## config.mk

```make
export PLATFORM = sky130hd
export DESIGN_NAME = debouncer_bank
export DESIGN_NICKNAME = d
export VERILOG_FILES = /design/src/rtl/debouncer_bank.sv
export SDC_FILE = /design/constraint.sdc
export NUM_CORES = 1
export LEC_CHECK = 0
export ABC_AREA = 1
export BUFFER_PORTS_ARGS = -buffer_cell sky130_fd_sc_hd__buf_2
export CELL_PAD_IN_SITES_DETAIL_PLACEMENT = 1
export CELL_PAD_IN_SITES_GLOBAL_PLACEMENT = 1
export CORE_MARGIN = 8
export CORE_UTILIZATION = 48
export CTS_BUF_LIST = sky130_fd_sc_hd__clkbuf_2 sky130_fd_sc_hd__clkbuf_4 sky130_fd_sc_hd__clkbuf_8
export DETAILED_ROUTE_END_ITERATION = 7
export GPL_ROUTABILITY_DRIVEN = 0
export HOLD_SLACK_MARGIN = 0.06
export PLACE_DENSITY = 0.85
export RECOVER_POWER = 100
export SYNTH_ARGS = -nofsm -noshare
export SYNTH_HDL_FRONTEND = slang
export SYNTH_SLANG_ARGS = --single-unit
```

## constraint.sdc

```tcl
create_clock -name clk -period 3.8 [get_ports clk]
set_clock_uncertainty 0.05 [all_clocks]
set_input_delay 0.38 -clock clk [delete_from_list [all_inputs] [get_ports clk]]
set_output_delay 0.38 -clock clk [all_outputs]
set_load 0.02 [all_outputs]
```

## src/rtl/debouncer_bank.sv

```systemverilog
// debouncer_bank: N_CH independent switch debouncers sharing one sample tick.
// Each channel flips its output after STABLE_TICKS consecutive ticks of opposite input.
module debouncer_bank #(
    parameter int              N_CH         = 4,
    parameter int              TICK_BITS    = 19,
    parameter int              STABLE_TICKS = 3,
    parameter logic [N_CH-1:0] INVERT_MASK  = {N_CH{1'b0}}
) (
    input  logic            clk,
    input  logic            reset,
    input  logic [N_CH-1:0] sw,
    output logic [N_CH-1:0] db,
    output logic [N_CH-1:0] rise_pulse,
    output logic [N_CH-1:0] fall_pulse,
    output logic            any_change
);

    localparam int            CW   = $clog2(STABLE_TICKS + 1);
    localparam logic [CW-1:0] LAST = CW'(STABLE_TICKS - 1);

    logic [N_CH-1:0]      sync1;
    logic [N_CH-1:0]      sync2;
    logic [N_CH-1:0]      s;
    logic [TICK_BITS-1:0] tick_cnt;
    logic                 tick;
    logic [CW-1:0]        cnt     [N_CH];
    logic [CW-1:0]        cnt_nxt [N_CH];
    logic [N_CH-1:0]      toggle;

    assign s    = sync2 ^ INVERT_MASK;
    assign tick = (tick_cnt == {TICK_BITS{1'b1}});

    // Any sample matching db throws away accumulated credit.
    always_comb begin
        toggle = '0;
        for (int i = 0; i < N_CH; i++) begin
            cnt_nxt[i] = cnt[i];
            if (s[i] == db[i]) begin
                cnt_nxt[i] = '0;
            end else if (tick) begin
                if (cnt[i] == LAST) begin
                    toggle[i]  = 1'b1;
                    cnt_nxt[i] = '0;
                end else begin
                    cnt_nxt[i] = cnt[i] + CW'(1);
                end
            end
        end
    end

    always_ff @(posedge clk) begin
        if (reset) begin
            sync1      <= '0;
            sync2      <= '0;
            tick_cnt   <= '0;
            db         <= '0;
            rise_pulse <= '0;
            fall_pulse <= '0;
            any_change <= 1'b0;
            for (int i = 0; i < N_CH; i++) begin
                cnt[i] <= '0;
            end
        end else begin
            sync1      <= sw;
            sync2      <= sync1;
            tick_cnt   <= tick_cnt + TICK_BITS'(1);
            db         <= db ^ toggle;
            rise_pulse <= toggle & ~db;
            fall_pulse <= toggle & db;
            any_change <= |toggle;
            for (int i = 0; i < N_CH; i++) begin
                cnt[i] <= cnt_nxt[i];
            end
        end
    end

endmodule

```

==> results of run 1 <==
-- layer usage --
layer	up-vias	wire length, microns
met3	7	159
met2	24	2310
met5	-	0
met4	0	116
met1	770	2090
li1	832	-
-- layout by cell type (no fill, tap or decap) --
cell type	n
nor3_2	1
nand4_1	7
o21a_1	1
clkbuf_8	5
nand2_4	1
a31oi_1	1
nor2_1	47
nor2_4	1
dfxtp_1	48
nor3_1	12
a211oi_1	1
bufinv_16	1
nand2_1	30
and3_1	1
inv_1	32
clkinv_4	2
clkbuf_1	14
buf_2	4
nand2_2	3
a21oi_1	23
o21ai_0	12
xor2_1	6
nand3_1	12
ha_1	1
nor2_2	2
-- worst paths after layout --
check,to,slack [ns],depth (start not counted)
setup / recovery,cnt[1][0],1.08,8
hold / removal,sync1[1],0.22,3
setup reg to reg,cnt[1][0],1.08,8
hold reg to reg,s[3],0.36,2
-- final cells by class --
| class | count | share of cell area (%) |
|---|---|---|
| Clock inverter | 3 | 2.25 |
| Tap cell | 50 | 2.96 |
| Multi-Input combinational cell | 162 | 37.1 |
| Inverter | 32 | 5.67 |
| Timing Repair Buffer | 18 | 3.43 |
| Sequential cell | 48 | 45.4 |
| Clock buffer | 5 | 3.25 |
-- where the power goes --
part	internal [mW]	switching, mW
combinational	0.00743	0.0154
clock	0.198	0.181
sequential	0.509	0.00381
total	0.715	0.200
-- stage by stage --
step / area (sq um) / power (mW) / setup WS, ns / std cells / utilization (%)
after floorplan: 1940 / 0.540 / 2.29 / 248 / -
after global placement: 2050 / 0.547 / 1.99 / 310 / 52.0
after detailed placement: 2050 / 0.548 / 1.72 / 310 / 52.0
after CTS: 2170 / 0.925 / 1.70 / 318 / 54.9
after global routing: 2120 / 0.953 / 0.824 / 318 / 53.7
final: 2120 / 0.915 / 1.08 / 318 / 53.7
-- state kept, by name, summed over array words and instances, names as in the netlist, named ones only --
name	flops
any_change	1
cnt	8
fall_pulse	4
rise_pulse	4
s	4
sync1	4
tick_cnt	19
-- worst min-delay path: stages --
cell    delay [ns]
buf_2         0.07
inv_1         0.03
nor2_1        0.06
-- kinds of logic (layout without fill, tap and decap cells) --
family          after synthesis  after routing  share of synthesized area, %
compound gates               38             38                          10.6
fa+ha+maj                     1              1                         0.645
xor+xnor                      6              6                          2.71
flops                        48             48                          49.6
buf+inv                      38             58                          8.33
simple gates                117            117                          28.1
==> metrics.md, run 1 <==
| Metric | Value |
|---|---|
| Area leader, netlist | `dfxtp_1` |
| Initial antenna violation count | `0` |
| EDFF count, synth | `0` |
| Final wirelength | `between 4000 and 5000 microns` |
| Maxcap violations | `0` |
| DR WL/cell | `~15 microns` |
| Post-synth ARST share | `0%` |
| Total grt overflow | `0` |
| TNS Setup | `0 ns` |
| Sink Count | `48` |
| Worst Setup SP | `tick_cnt[0]` |
| Area of the multi-input gates | `about 800 sq um` |
| Post-CTS Resized | `0` |
| Layout cells sized above 1 | `under 10%` |
| Gate Count Post-Synth | `248` |
| Most Crowded Layer GR | `met2` |
| Unique masters post-synth | `26` |
| Tcrit/Tclk final | `between 70% and 80%` |
| Final Hold Fails | `0` |
| Die ar. | `6330 sq um` |
| Crit path DAT | `about 2.9 ns` |
| # hold bufs at CTS | `0` |
| H-tree Lvls | `2` |
| CTS tree | `built` |
| CTS root buf | `clkbuf_8` |
| Drt via density | `5.14` |
| Avg Cell Area, Syn | `about 8 sq um` |
| Clk pin slew, worst setup/hold paths | `about 0.090 ns` |
| Via count | `around 1600` |
| Core ar. | `approximately 3900 sq um` |
| CP Class | `flip-flop to flip-flop` |
| DRT antenna net count | `0` |
| Nets | `between 200 and 300` |
| Row count | `23` |
| Worst Hold Launch | `sw[1]` |
| Area growth, synth to finish | `9.23%` |
| GR Util met3 | `about 4.5%` |
| CP Launch Type | `flip-flop` |
| Die Ht | `between 70 and 80 microns` |
| WP buf/inv | `0` |
| Syn_nets | `255` |
| Die X | `79.5 microns` |
| Status | `finished clean` |
| Final setup vio count | `0` |
| Worst R2R Start | `tick_cnt[0]` |
| RSZ-0062 raised after global routing | `false` |
| Post-CTS setup buffer count | `0` |
| Peak Freq | `approximately 370 MHz` |
| Slowest stage delay, CP | `between 0.7 and 0.8 ns` |
| Synth top area share | `between 40% and 50%` |
| Fillers | `509` |
| Register area | `about 960 sq um` |
| Crit Path Max Fanout | `15` |
| Max Slew Vio Count | `0` |
| Top Family by Delay on Critical Path | `simple AND/OR/NAND/NOR gates` |
| Maximum VDD drop | `roughly 0.00032 V` |
| First-pass GRT wire length | `just over 8000 microns` |
| Synthesized area | `between 1500 and 2000 sq um` |
| Crit-path most repeated cell | `nor2_1` |
| # diodes | `0` |
| Buffers on Ports | `18` |
| LEAKAGE | `about 0.81 nW` |
| Crit. End Element | `flip-flop` |
| Top_reg_cell synth | `dfxtp_1` |
| Min-delay worst type | `input pin to flip-flop` |
| Top Ports | `19` |
| DR iter-0 viols | `between 70 and 80` |
| Detailed placement HPWL | `between 3000 and 4000 microns` |
| GRT met2 Usage | `28.6%` |
| Pwr dens | `432 nW/um^2` |
| Total GRT Usage | `between 10% and 20%` |
| Skew-Pair Late Insertion Delay | `between 0.3 and 0.4 ns` |
| Max Root-Sink Buffers | `2` |
| DR pass1 iterations | `4` |
| Number of global-route vias before repair | `roughly 1800` |
| Sequential area share after synthesis | `slightly below 50%` |
| Fin crit period | `around 2.7 ns` |
| Crit path required time | `just under 4 ns` |
| Top post-synthesis cells by count | `dfxtp_1 (48), nor2_1 (45), inv_1 (32), nand2_1 (29), a21oi_1 (22)` |
| Slowest cell on crit path | `nor2_1` |
| Worst hold slack | `about 0.22 ns` |
| Worst slew margin | `approximately a third` |
| Synth area leaders | `dfxtp_1 (50%), nor2_1 (8.7%), inv_1 (6.2%)` |
| Yosys warns | `0` |
| Actual slew at the worst max-slew pin | `0.986 ns` |
| Largest net degree at the start of global routing | `22` |
| TritonCTS Buffers | `5` |
| DRC viols | `0` |
| Flops & latches, synth | `48` |
| Most frequent cell after synthesis | `dfxtp_1` |
| Initial core utilization | `~49%` |
| GR Util met1 | `a little under a fifth` |
| Worst path cell trace | `ha_1 -> nand2_1 -> nor2_1 -> nand2_4 -> nor2_1 -> nand2_2 -> o21ai_0 -> a21oi_1` |
Power figures use the tool's default switching activity.
==> run 2, diff against run 1 <==
--- a/config.mk
+++ b/config.mk
@@ -10,12 +10,12 @@
 export CELL_PAD_IN_SITES_DETAIL_PLACEMENT = 1
 export CELL_PAD_IN_SITES_GLOBAL_PLACEMENT = 1
 export CORE_MARGIN = 8
-export CORE_UTILIZATION = 48
+export CORE_UTILIZATION = 40
 export CTS_BUF_LIST = sky130_fd_sc_hd__clkbuf_2 sky130_fd_sc_hd__clkbuf_4 sky130_fd_sc_hd__clkbuf_8
 export DETAILED_ROUTE_END_ITERATION = 7
 export GPL_ROUTABILITY_DRIVEN = 0
 export HOLD_SLACK_MARGIN = 0.06
-export PLACE_DENSITY = 0.85
+export PLACE_DENSITY = 0.75
 export RECOVER_POWER = 100
 export SYNTH_ARGS = -nofsm -noshare
 export SYNTH_HDL_FRONTEND = slang
==> constraint.sdc (replaced) <==
create_clock -name clk -period 2.5 [get_ports clk]
set_clock_uncertainty 0.05 [all_clocks]
set_input_delay 0.25 -clock clk [delete_from_list [all_inputs] [get_ports clk]]
set_output_delay 0.25 -clock clk [all_outputs]
set_load 0.02 [all_outputs]
==> run 2 against run 1 <==
  * Utilization fell by 7.7 points
  * Flip-flop and latch count is the same
  * Non-clock buffer count is 2 higher
  * Maximum frequency grew 41%
  * Register-to-register slack got worse by 0.50 ns
  * Global-route usage shrank 4.5 points
  * First-iteration DRC count down 11%
  * Critical endpoint is now cnt[3][1]
  * Via count fell by 2.3%
  * Cell count is 1.9% higher
  * Largest power group unchanged
==> metrics.md, run 2 (synthesis gave the netlist of run 1 again) <==
| Metric | Value |
|---|---|
| Worst Setup SP | `tick_cnt[0]` |
| LEAKAGE | `0.811 nW (about the same)` |
| Crit. path cell count | `8 (unchanged)` |
| Peak Freq | `519 MHz (+41%)` |
| Die X | `85.6 microns (+7.6%)` |
| Tcrit/Tclk final | `77.0% (+5.3 points)` |
| Worst hold slack | `0.0980 ns (-0.118 ns)` |
| Initial antenna violation count | `0 (unchanged)` |
| TritonCTS Buffers | `5 (unchanged)` |
| Buffers on Ports | `18 (unchanged)` |
| Worst R2R Start | `tick_cnt[0]` |
| DR WL/cell | `12.5 microns (-15%)` |
| Worst slew margin | `37.2% (+2.9 points)` |
| Initial core utilization | `41.3% (-7.9 points)` |
| Crit. End Element | `flip-flop` |
| Largest net degree at the start of global routing | `21 (-4.5%)` |
| Placed cell count | `316 (+1.9%)` |
| Nets | `276 (+0.73%)` |
| CP Class | `flip-flop to flip-flop` |
| Top reg by flops | `tick_cnt` |
| Total GRT Usage | `12.2% (-4.5 points)` |
| Drt via density | `4.92 (-4.1%)` |
| Crit path required time | `2.64 ns (-1.31 ns)` |
| Layout cells sized above 1 | `7.41% (-0.055 points)` |
| Final wirelength | `4060 microns (-13%)` |
| Status | `finished clean` |
| Core ar. | `4690 sq um (+19%)` |
| Max Root-Sink Buffers | `2 (unchanged)` |
| Most frequent cells in the layout | `dfxtp_1 (48), nor2_1 (47), inv_1 (32)` |
| R2r endpoint | `cnt[3][1]` |
| # diodes | `0 (unchanged)` |
| TNS Setup | `0 ns (unchanged)` |
| Sink Count | `48 (unchanged)` |
| H-tree Lvls | `2 (unchanged)` |
| Post-CTS setup buffer count | `0 (unchanged)` |
| Fin crit period | `1.93 ns (-0.799 ns)` |
| Total grt overflow | `0 (unchanged)` |
| Number of global-route vias before repair | `1673 (-5.2%)` |
| Detailed placement HPWL | `2920 microns (-9.7%)` |
| Row count | `25 (+8.7%)` |
| DR pass1 iterations | `4 (unchanged)` |
| R2r worst-path depth | `8 (unchanged)` |
| # hold bufs at CTS | `0 (unchanged)` |
| DRT antenna net count | `0 (unchanged)` |
| Max Slew Vio Count | `0 (unchanged)` |
| Top Family by Delay on Critical Path | `simple AND/OR/NAND/NOR gates` |
| CP Launch Type | `flip-flop` |
| Slowest stage delay, CP | `0.36 ns (-0.35 ns)` |
| Critical path endpoint | `cnt[3][1]` |
| Hold path cells | `3 (unchanged)` |
| Via count | `1595 (-2.3%)` |
| Pwr dens | `689 nW/um^2 (+60%)` |
| Worst path cell trace | `ha_1 -> nand2_1 -> nor2_4 -> nand2_1 -> nor2_4 -> nand2_2 -> o21ai_0 -> a21oi_1` |
| Largest register FFs | `19 (unchanged)` |
| First-pass GRT wire length | `7360 microns (-11%)` |
| Skew-Pair Late Insertion Delay | `0.30 ns (about the same)` |
| Maximum VDD drop | `0.000293 V (-9.0%)` |
| RSZ-0062 raised after global routing | `false` |
| Regs by FF count | `tick_cnt (19), cnt (8)` |
| Crit Path Max Fanout | `15 (unchanged)` |
| DR iter-0 viols | `64 (-11%)` |
| CTS tree | `built` |
| Crit path DAT | `2.06 ns (-0.81 ns)` |
| Commonest non-fill, non-tap cell in the layout | `dfxtp_1` |
| Top Ports | `19 (unchanged)` |
| Maxcap violations | `0 (unchanged)` |
| Final setup vio count | `0 (unchanged)` |
| Post-CTS Resized | `0 (unchanged)` |
| Final Hold Fails | `0 (unchanged)` |
| CTS root buf | `clkbuf_8` |
| Clk pin slew, worst setup/hold paths | `0.09 ns (about the same)` |
| WP buf/inv | `0 (unchanged)` |
| Min-delay worst type | `input pin to flip-flop` |
| Die Ht | `85.6 microns (+7.6%)` |
| Die ar. | `7330 sq um (+16%)` |
| Slowest cell on crit path | `dfxtp_1` |
| R2r setup slk | `0.57 ns (-0.50 ns)` |
| Area growth, synth to finish | `11.3%` |
| Final std cells w/o fill | `324 (+1.9%)` |
| Actual slew at the worst max-slew pin | `0.942 ns (-0.0434 ns)` |
| DRC viols | `0 (unchanged)` |
[run 2: worst min-delay path by stage]
stage	from	end
finish	sw[3]	sync1[3]
global route	sw[1]	sync1[1]
CTS	sw[3]	sync1[3]
detailed placement	sync1[1]	s[1]
global placement	sync1[3]	s[3]
floorplan	sw[0]	sync1[0]
[run 2: layout make-up]
cell class / instances / area [sq um]
Clock inverter: 3 / 68.8
Multi-Input combinational cell: 162 / 787
Fill cell: 596 / 2530
Inverter: 32 / 120
Sequential cell: 48 / 961
Tap cell: 54 / 67.6
Clock buffer: 5 / 68.8
Timing Repair Buffer: 20 / 83.8
[run 2: tightest hold or removal path, delay by kind of cell]
kind,cells,cell delay (ns)
buf+inv,2,0.14
simple gates,1,0.03
[run 2: per-stage QoR]
stage	cell area (sq um)	power, mW	setup slack [ns]	utilization (%)
2_1_floorplan	1940	0.821	0.993	-
3_3_place_gp	2070	0.834	0.661	44.1
3_5_place_dp	2070	0.835	0.622	44.1
4_1_cts	2210	1.51	0.597	47.0
5_1_grt	2160	1.55	0.307	46.0
6_report	2160	1.49	0.574	46.0
[run 2: metal layers]
metal	wire length (microns)	part of all wire (%)	vias to the layer above	track usage, %
met5	0	0	-	0
met4	51	1.3	0	3.82
met2	1790	44	18	19.7
met1	2060	51	739	15.0
li1	-	-	833	-
met3	156	3.8	5	3.92
[run 2: where the power goes]
part | leakage (nW) | total, mW | switching, mW | internal, mW
Clock | 0.0687 | 0.673 | 0.270 | 0.403
Sequential | 0.389 | 0.779 | 0.00538 | 0.774
Combinational | 0.353 | 0.0351 | 0.0234 | 0.0117
Total | 0.811 | 1.49 | 0.299 | 1.19
